[config.mk]
export PLATFORM = sky130hd
export DESIGN_NAME = gfx_fetch_arbiter
export DESIGN_NICKNAME = d
export VERILOG_FILES = /design/src/rtl/gfx_fetch_pkg.sv /design/src/rtl/gfx_line_buf.sv /design/src/rtl/gfx_fetch_arbiter.sv
export SDC_FILE = /design/constraint.sdc
export NUM_CORES = 1
export LEC_CHECK = 0
export ABC_AREA = 1
export BUFFER_PORTS_ARGS = -buffer_cell sky130_fd_sc_hd__buf_2
export CAP_MARGIN = 20
export CORE_ASPECT_RATIO = 1.1
export CORE_UTILIZATION = 58
export DETAILED_ROUTE_END_ITERATION = 10
export PLACE_DENSITY = 0.8
export SLEW_MARGIN = 40
export SYNTH_ARGS = -nofsm -noshare
export SYNTH_HDL_FRONTEND = slang
export SYNTH_HIERARCHICAL = 1
export SYNTH_SLANG_ARGS = --single-unit
[constraint.sdc]
create_clock -name CLK_32M -period 2.75 [get_ports CLK_32M]
set_input_delay 0.1375 -clock CLK_32M [delete_from_list [all_inputs] [get_ports CLK_32M]]
set_output_delay 0.1375 -clock CLK_32M [all_outputs]
set_load 0.02 [all_outputs]
[src/rtl/gfx_fetch_pkg.sv]
// gfx_fetch_pkg: shared types for the graphics-ROM fetch arbiter.
// FSM state, requester indices, line-tag width, round-robin helpers.
package gfx_fetch_pkg;

    typedef enum logic [1:0] {
        IDLE = 2'd0,
        HIT  = 2'd1,
        WAIT = 2'd2,
        GAP  = 2'd3
    } state_t;

    localparam logic [1:0] REQ_A = 2'd0;
    localparam logic [1:0] REQ_B = 2'd1;
    localparam logic [1:0] REQ_S = 2'd2;

    localparam int TAG_W = 20;

    function automatic logic [1:0] rr_next(input logic [1:0] g);
        return (g == REQ_S) ? REQ_A : g + 2'd1;
    endfunction

    // First asserted request scanning upward from ptr, mod 3.
    function automatic logic [1:0] rr_pick(
        input logic [2:0] r,
        input logic [1:0] ptr
    );
        logic [1:0] idx;
        logic [1:0] sel;
        logic       found;
        idx   = ptr;
        sel   = ptr;
        found = 1'b0;
        for (int k = 0; k < 3; k++) begin
            if (!found && r[idx]) begin
                sel   = idx;
                found = 1'b1;
            end
            idx = rr_next(idx);
        end
        return sel;
    endfunction

endpackage

[src/rtl/gfx_line_buf.sv]
// gfx_line_buf: one-entry 64-bit line buffer with tag compare.
// Ports: clk/rst_n, flush, fill + fill_tag/fill_data, look_tag -> hit, line.
module gfx_line_buf
    import gfx_fetch_pkg::*;
(
    input  logic             clk,
    input  logic             rst_n,
    input  logic             flush,
    input  logic             fill,
    input  logic [TAG_W-1:0] fill_tag,
    input  logic [63:0]      fill_data,
    input  logic [TAG_W-1:0] look_tag,
    output logic             hit,
    output logic [63:0]      line
);

    logic             valid;
    logic [TAG_W-1:0] tag;

    // Flush wins over a simultaneous fill so a reload never
    // leaves a stale line marked valid.
    always_ff @(posedge clk or negedge rst_n) begin
        if (!rst_n) begin
            valid <= 1'b0;
            tag   <= '0;
            line  <= '0;
        end else if (flush) begin
            valid <= 1'b0;
        end else if (fill) begin
            valid <= 1'b1;
            tag   <= fill_tag;
            line  <= fill_data;
        end
    end

    assign hit = valid && (tag == look_tag);

endmodule

[src/rtl/gfx_fetch_arbiter.sv]
// gfx_fetch_arbiter: round-robin share of the gfx-ROM SDRAM port
// between layer A, layer B and sprites, with per-requester line buffers.
// Ports: CLK_32M/RESET_N; req/addr in, data/rdy out per requester;
// flush; sdr_addr/sdr_req out, sdr_data/sdr_rdy in.
module gfx_fetch_arbiter
    import gfx_fetch_pkg::*;
#(
    parameter int          N_REQ       = 3,
    parameter logic [24:0] BASE_A      = 25'h0100000,
    parameter logic [24:0] BASE_B      = 25'h0100000,
    parameter logic [24:0] BASE_S      = 25'h0500000,
    parameter bit          LINE_BUF_EN = 1'b1
) (
    input  logic                   CLK_32M,
    input  logic                   RESET_N,
    input  logic [N_REQ-1:0]       req,
    input  logic [N_REQ-1:0][20:0] addr,
    output logic [N_REQ-1:0][31:0] data,
    output logic [N_REQ-1:0]       rdy,
    input  logic                   flush,
    output logic [24:0]            sdr_addr,
    output logic                   sdr_req,
    input  logic [63:0]            sdr_data,
    input  logic                   sdr_rdy
);

    state_t            state;
    state_t            state_nxt;
    logic [1:0]        rr;
    logic [1:0]        gnt;
    logic [1:0]        pick;
    logic [20:0]       gaddr;
    logic [N_REQ-1:0]  req_eff;
    logic [N_REQ-1:0]  hit_vec;
    logic [N_REQ-1:0]  fill_en;
    logic [N_REQ-1:0][63:0] lb_line;
    logic              any_req;
    logic              pick_hit;
    logic              done;

    function automatic logic [24:0] base_of(input logic [1:0] i);
        case (i)
            REQ_A:   return BASE_A;
            REQ_B:   return BASE_B;
            default: return BASE_S;
        endcase
    endfunction

    // A requester is ignored in its own rdy cycle.
    assign req_eff  = req & ~rdy;
    assign any_req  = |req_eff;
    assign pick     = rr_pick(req_eff, rr);
    // A flush in the lookup cycle already counts as invalidated.
    assign pick_hit = LINE_BUF_EN && !flush && hit_vec[pick];
    assign done     = (state == WAIT) && sdr_rdy;

    for (genvar i = 0; i < N_REQ; i++) begin : g_lb
        gfx_line_buf u_lb (
            .clk      (CLK_32M),
            .rst_n    (RESET_N),
            .flush    (flush),
            .fill     (fill_en[i]),
            .fill_tag (gaddr[20:1]),
            .fill_data(sdr_data),
            .look_tag (addr[i][20:1]),
            .hit      (hit_vec[i]),
            .line     (lb_line[i])
        );
    end

    always_ff @(posedge CLK_32M or negedge RESET_N) begin
        if (!RESET_N) state <= IDLE;
        else          state <= state_nxt;
    end

    always_comb begin
        state_nxt = state;
        unique case (state)
            IDLE: begin
                if (any_req) state_nxt = pick_hit ? HIT : WAIT;
            end
            HIT:  state_nxt = IDLE;
            WAIT: begin
                if (sdr_rdy) state_nxt = GAP;
            end
            GAP:  state_nxt = IDLE;
        endcase
    end

    always_comb begin
        sdr_req = (state == WAIT);
        fill_en = '0;
        for (int i = 0; i < N_REQ; i++) begin
            fill_en[i] = done && (gnt == 2'(i));
        end
    end

    always_ff @(posedge CLK_32M or negedge RESET_N) begin
        if (!RESET_N) begin
            rr       <= REQ_A;
            gnt      <= REQ_A;
            gaddr    <= '0;
            sdr_addr <= '0;
            rdy      <= '0;
            data     <= '0;
        end else begin
            rdy <= '0;
            unique case (state)
                IDLE: begin
                    if (any_req) begin
                        gnt   <= pick;
                        gaddr <= addr[pick];
                        // Carry out of bit 24 is dropped on purpose.
                        if (!pick_hit) begin
                            sdr_addr <= base_of(pick)
                                      + {2'b00, addr[pick][20:1], 3'b000};
                        end
                    end
                end
                HIT: begin
                    rdy[gnt]  <= 1'b1;
                    data[gnt] <= gaddr[0] ? lb_line[gnt][63:32]
                                          : lb_line[gnt][31:0];
                    rr        <= rr_next(gnt);
                end
                WAIT: begin
                    if (sdr_rdy) begin
                        rdy[gnt]  <= 1'b1;
                        data[gnt] <= gaddr[0] ? sdr_data[63:32]
                                              : sdr_data[31:0];
                        rr        <= rr_next(gnt);
                    end
                end
                GAP: begin
                end
            endcase
        end
    end

endmodule

## Word level (Yosys, flattened, before mapping)

Index checks and enable logic that the tools add are counted.

- Register bits after elaboration: 406
- Bits of input ports: 134
- Output and inout port bits: 125
- Word-level logic and storage cells: 123

- $add $sub $neg: 4
- Magnitude comparators: 6
- Equality and inequality tests: 13
- Muxes and demuxes: 47
- Bitwise logic cells: 4
- Reduce and logical (&&, ||, !) cells: 31

Operator list:

| cell | number |
|---|---|
| 96-bit bitwise mux | 2 |
| 96-bit case mux with 2 select lines | 1 |
| 64-bit binary-select mux with 2-bit select | 1 |
| 32-bit 2-to-1 mux | 3 |
| 96-bit 2-to-1 mux | 1 |
| 25-bit 2-to-1 mux | 3 |
| 32-bit demux with 2-bit select | 1 |
| 64-bit 2-to-1 mux | 1 |
| 20-bit equality test | 3 |
| 21-bit binary-select mux with 2-bit select | 1 |
| 25-bit by 23-bit adder with 25-bit output | 1 |
| 23-bit 2-to-1 mux | 1 |
| 21-bit 2-to-1 mux | 1 |
| 2-bit 2-to-1 mux | 9 |
| 2-bit by 3-bit less-than comparator with 1-bit output (second input constant) | 5 |
| 1-bit 2-to-1 mux | 13 |
| 2-bit AND reduction | 6 |
| 1-bit logical AND | 11 |
| 2-bit equality test (second input constant) | 5 |
| 1-bit binary-select mux with 2-bit select | 4 |
| 2-bit nonzero test | 4 |
| 2-bit by 1-bit adder with 2-bit output (second input constant) | 3 |
| 2-bit by 1-bit equality test with 1-bit output (second input constant) | 3 |
| 2-bit logical NOT | 3 |
| 15 further kinds | 19 |

## Logic depth before layout (Yosys ltp)

- Depth after elaboration: 18
- Mapped depth: 19
- Mapped depth without buffers: 18

## By module

The synthesis kept the hierarchy.

By module, submodules not included:

| module | instances | cells an instance | area an instance (µm²) | seq. area each (µm²) |
|---|---|---|---|---|
| gfx_line_buf | 3 | 293 | 3527.1 | 2127.0 |
| gfx_fetch_arbiter | 1 | 1098 | 8301.7 | 3678.5 |

## Worst setup path after synthesis

OpenSTA, ideal clock, no wires.

- Path type: reg-to-reg
- Start: reg gnt[1]
- End: reg g_lb[0].u_lb.line[55]
- Data arrival time: 2.172 ns
- Path slack: 0.453 ns
- Cell stages (with the launch flop): 12
- Clock period less this slack: 2.297 ns
- Cell sequence: dfrtp_1 -> nor2_1 -> clkbuf_1 -> buf_1 -> inv_1 -> nor2_1 -> inv_1 -> or2_1 -> buf_6 -> buf_6 -> buf_6 -> mux2_4

- Cells in the longest elaborated chain, start to end: 3

RTL lines:

| what | line | RTL |
|---|---|---|
| from (decl) | gfx_fetch_arbiter.sv:30 | `logic [1:0] gnt;` |
| from (signal assigned) | gfx_fetch_arbiter.sv:111 | `gnt <= pick;` |
| 2-bit logical NOT | gfx_fetch_arbiter.sv:94 | `fill_en[i] = done && (gnt == 2'(i));` |
| 1-bit logical AND | gfx_fetch_arbiter.sv:94 |  |
| named net fill_en[0] | gfx_fetch_arbiter.sv:35 | `logic [N_REQ-1:0] fill_en;` |
| 2-bit AND reduction (no line) | n/a |  |
| to (signal assigned) | gfx_line_buf.sv:32 | `line <= fill_data;` |
| to (decl) | gfx_line_buf.sv:14 | `output logic [63:0] line` |

The timed path passes the listed nets, and every way through them passes these cells.
A chain may end at the register's enable or synchronous reset.

## Final worst setup path

- Start: reg rr[0]
- End: reg gaddr[6]

- Cells in the longest elaborated chain, start to end: 11
- Elaborated cells on any way between the ends: 22
- Classes of those cells: add/sub: 2; eq/ne: 2; mux: 14; reduce/logical: 4

RTL lines:

| what | line | RTL |
|---|---|---|
| from (decl) | gfx_fetch_arbiter.sv:29 | `logic [1:0] rr;` |
| from (signal assigned) | gfx_fetch_arbiter.sv:124 | `rr <= rr_next(gnt);` |
| from (signal assigned) | gfx_fetch_arbiter.sv:131 | `rr <= rr_next(gnt);` |
| parallel branches: the longest is 8 deep, another holds 2-bit by 1-bit adder with 2-bit output | n/a |  |
| 2-bit 2-to-1 mux * | gfx_fetch_pkg.sv:34 | `if (!found && r[idx]) begin` |
| 21-bit binary-select mux with 2-bit select * | gfx_fetch_arbiter.sv:112 | `gaddr <= addr[pick];` |
| 21-bit 2-to-1 mux (not written as such) * | gfx_fetch_arbiter.sv:112 |  |
| to (signal assigned) | gfx_fetch_arbiter.sv:112 |  |
| to (decl) | gfx_fetch_arbiter.sv:32 | `logic [20:0] gaddr;` |

Every way passes the cells marked *. The select of a mux whose other input is x is not followed.

==> summary.txt <==
flops & latches, synth: 402
nature of the critical path startpoint: flop
CTS tree: yes
antenna violation net count after detailed routing: 0
H-tree Lvls: 2
drt first pass iters: 5
Clock Latency Late Sink: 0.55 ns
initial antenna violation count: 3
Non-Filler Instances: 2,766
starting density of the core: 59.50%
Port Buffer Count: 254
status: finished with violations
CP dominant cell by count: nand2_2
GRT Util Overall: 31.41%
crit path max-delay cell type: dlygate4sd3_1
Die Area: 33,280 um2
synthesized area: 18,880 um2
Final WS setup: 0.1114 ns
number of max-cap violations: 0
Cell variety after synth: 40
fraction of the yosys area taken by sequential cells: 53.27%
delay-heaviest family, CP: simple AND/OR/NAND/NOR gates
Layout fillers: 2,113
CP arrival: 3.05 ns
first-pass GRT wire length: 83.16 mm
largest net degree at the start of global routing: 88
WP data required: 3.16 ns
Util after Layout: 72.73%
Worst IR Drop VDD: 0.8958 mV
fin crit share: 95.95%
initial DRC count: 1,400
Hold Violations, Final: 2
DP Wirelength: 32.70 mm
Placer Congestion: 0.9479
layout cell share with drive strength beyond 1: 27.16%
Clock Pin Slew Worst Setup and Hold Paths: 0.06 ns
Area Overhead vs Synth: 22.24%
final net count: 2,451
IO Pins: 259
total CTS buffers: 42
Tightest Hold Check Type: in2reg
core footprint: 31,740 um2
Clock Root Buffer: clkbuf_16
CP Capture Type: flop
DR vias: 15,750
setup TNS: 0 ns
Max Clock Freq: 379.0 MHz
Worst Path Buf+Inv: 3
crit-path max FO: 18
placed cell area: 20,540 um2
# DRC: 0
mean area per synthesized cell: 9.551 um2
dpl ws: 0.3833 ns
FP Rows: 68
Total Power: 27.72 mW
clock buffer depth: 3
clk_skew: 0.02276 ns
failing checks: hold timing
wire per inst: 18.66 um
Ys Warns: 6
vias per inst: 5.695
Placed Cells: 2,577
final instance area: 23,080 um2
power per cell area: 1201 nW/um2
crit path kind: reg2reg
max_slew headroom: 46.82%
final setup fails: 0
final slew viol count: 0
Die Height: 191.2 um
Min Hold Slack: -0.04371 ns
post-synthesis cell count: 1,977
die width: 174.0 um
Worst Tran Pin Value: 0.7977 ns
leakage: 11.90 nW
grt ovf: 0
CP Cell Sequence: inv_2 > nor2_2 > nand2_1 > nand2_2 > nor2_4 > nand2_2 > nand2_2 > nand2_1 > nand2_2 > nand2_4 > buf_12 > or2_2 > o211ai_1 > nand3_1 > dlygate4sd3_1
wirelength, routed: 51.62 mm
clk sink count: 402
Worst path max stage delay: 0.57 ns
fin crit period: 2.639 ns
vias in the first global route: 16,190
synthesized netlist by cell type (all sizes together):
cell type | n | area (um2)
a32o | 32 | 320.3
a31oi | 3 | 18.77
a21oi | 76 | 380.4
o22ai | 7 | 43.79
dfrtp | 402 | 10060
nand2 | 608 | 2312
o21ai | 121 | 609.3
nand3 | 67 | 375.4
conb | 1 | 3.750
inv | 122 | 460.4
xnor2 | 4 | 35.03
o211ai | 17 | 167.7
clkinv | 1 | 3.750
buf | 59 | 409.1
clkbuf | 54 | 202.7
nor2 | 111 | 457.9
nor3 | 1 | 5.000
or2 | 20 | 125.1
mux2 | 213 | 2432
a22oi | 53 | 397.9
ha | 5 | 62.56
final timing paths:
path                                          start                          endpoint  slack, ns  cells past startpoint
min reg2reg                sdr_addr[18]$_DFFE_PN0P_          sdr_addr[18]$_DFFE_PN0P_       0.47                      2
max in group asynchronous                   RESET_N              data[38]$_DFFE_PN0P_       1.76                      3
max reg2reg                       rr[0]$_DFFE_PN0P_              gaddr[6]$_DFFE_PN0P_       0.11                     15
min                                         addr[9]              gaddr[9]$_DFFE_PN0P_      -0.04                      3
max                               rr[0]$_DFFE_PN0P_              gaddr[6]$_DFFE_PN0P_       0.11                     15
min in group asynchronous                   RESET_N  g_lb[1].u_lb/tag[10]$_DFFE_PN0P_       0.13                      2
worst min-delay path: cells and delay by family:
kind | cells | cell delay, ns
compound gates | 1 | 0.12
buf+inv | 1 | 0.11
simple gates | 1 | 0.08
registers in the layout, indices dropped and copies added (netlist names):
| signal | flops |
|---|---|
| g_lb.u_lb/valid | 3 |
| g_lb.u_lb/line | 192 |
| state | 2 |
| g_lb.u_lb/tag | 60 |
| data | 96 |
| rr | 2 |
| sdr_addr | 21 |
| gnt | 2 |
| gaddr | 21 |
| rdy | 3 |
where the power goes:
part,internal (mW),switching [mW],total (mW)
clock,3.35,2.37,5.72
sequential,8.47,1.48,9.94
combinational,4.73,7.33,12.1
total,16.5,11.2,27.7
layout by cell type, fill, tap and decap left out, types with 3 or more instances in the layout:
| cell type | synthesis | final |
|---|---|---|
| nand2_1 | 598 | 593 |
| dfrtp_1 | 402 | 400 |
| buf_2 | 21 | 253 |
| mux2_2 | 204 | 204 |
| inv_1 | 120 | 119 |
| o21ai_0 | 118 | 118 |
| dlygate4sd3_1 | 0 | 103 |
| nor2_1 | 104 | 100 |
| a21oi_1 | 76 | 76 |
| nand3_1 | 62 | 62 |
| a22oi_1 | 53 | 53 |
| clkbuf_16 | 0 | 43 |
| a32o_1 | 32 | 32 |
| buf_4 | 8 | 31 |
| nand2_2 | 9 | 13 |
| buf_12 | 0 | 13 |
| or2_2 | 9 | 9 |
| o211ai_1 | 9 | 9 |
| clkinv_2 | 0 | 9 |
| mux2_4 | 9 | 9 |
| or2_0 | 8 | 8 |
| o211ai_2 | 8 | 8 |
| o22ai_1 | 7 | 7 |
| clkbuf_8 | 0 | 7 |
| clkbuf_1 | 54 | 7 |
| nor2_4 | 2 | 6 |
| diode_2 | 0 | 4 |
| nor2_2 | 4 | 4 |
| xnor2_1 | 4 | 4 |
| ha_1 | 5 | 4 |
| conb_1 | 1 | 4 |
| nand3_4 | 2 | 3 |
| a31oi_1 | 3 | 3 |
| bufinv_16 | 0 | 3 |
| or2_4 | 0 | 3 |
timing repair:
item | 4_1_cts | 5_1_grt
resized for setup | 0 | 11
endpoints found under the setup margin | 0 | 17
endpoints found under the hold margin | 309 | 0
hold buffers | 106 | 0
buffers inserted | 0 | 8
layer usage:
layer,share of wire (%),GRT usage (%),up-vias
met2,50,54.71,711
met4,3.8,13.06,2
met1,39,39.11,7695
li1,-,-,7193
met5,0.025,0,-
met3,6.8,4.873,151
layout make-up:
cell class                      instances  area [um2]  area share [%]
Clock buffer                           57        1199           5.193
Clock inverter                         17       192.7          0.8348
Tap cell                              420       525.5           2.277
Inverter                              123       464.2           2.011
Multi-Input combinational cell       1342        7824           33.90
Antenna cell                            4       10.01         0.04337
Timing Repair Buffer                  401        2805           12.15
Sequential cell                       402       10060           43.59
cells by family (layout without fill, tap and decap cells):
kind of cell / Yosys count / after routing / share of synthesized area, %
AND/OR/NAND/NOR: 807 / 807 / 17.35
flip-flops: 402 / 402 / 53.27
AO/OA/AOI/OAI: 309 / 309 / 10.26
buffers and inverters: 236 / 598 / 5.698
multiplexers: 213 / 213 / 12.88
adder cells (fa/ha/maj): 5 / 5 / 0.3313
XOR/XNOR: 4 / 4 / 0.1855
other: 1 / 8 / 0.01986
Power figures use the tool's default switching activity.
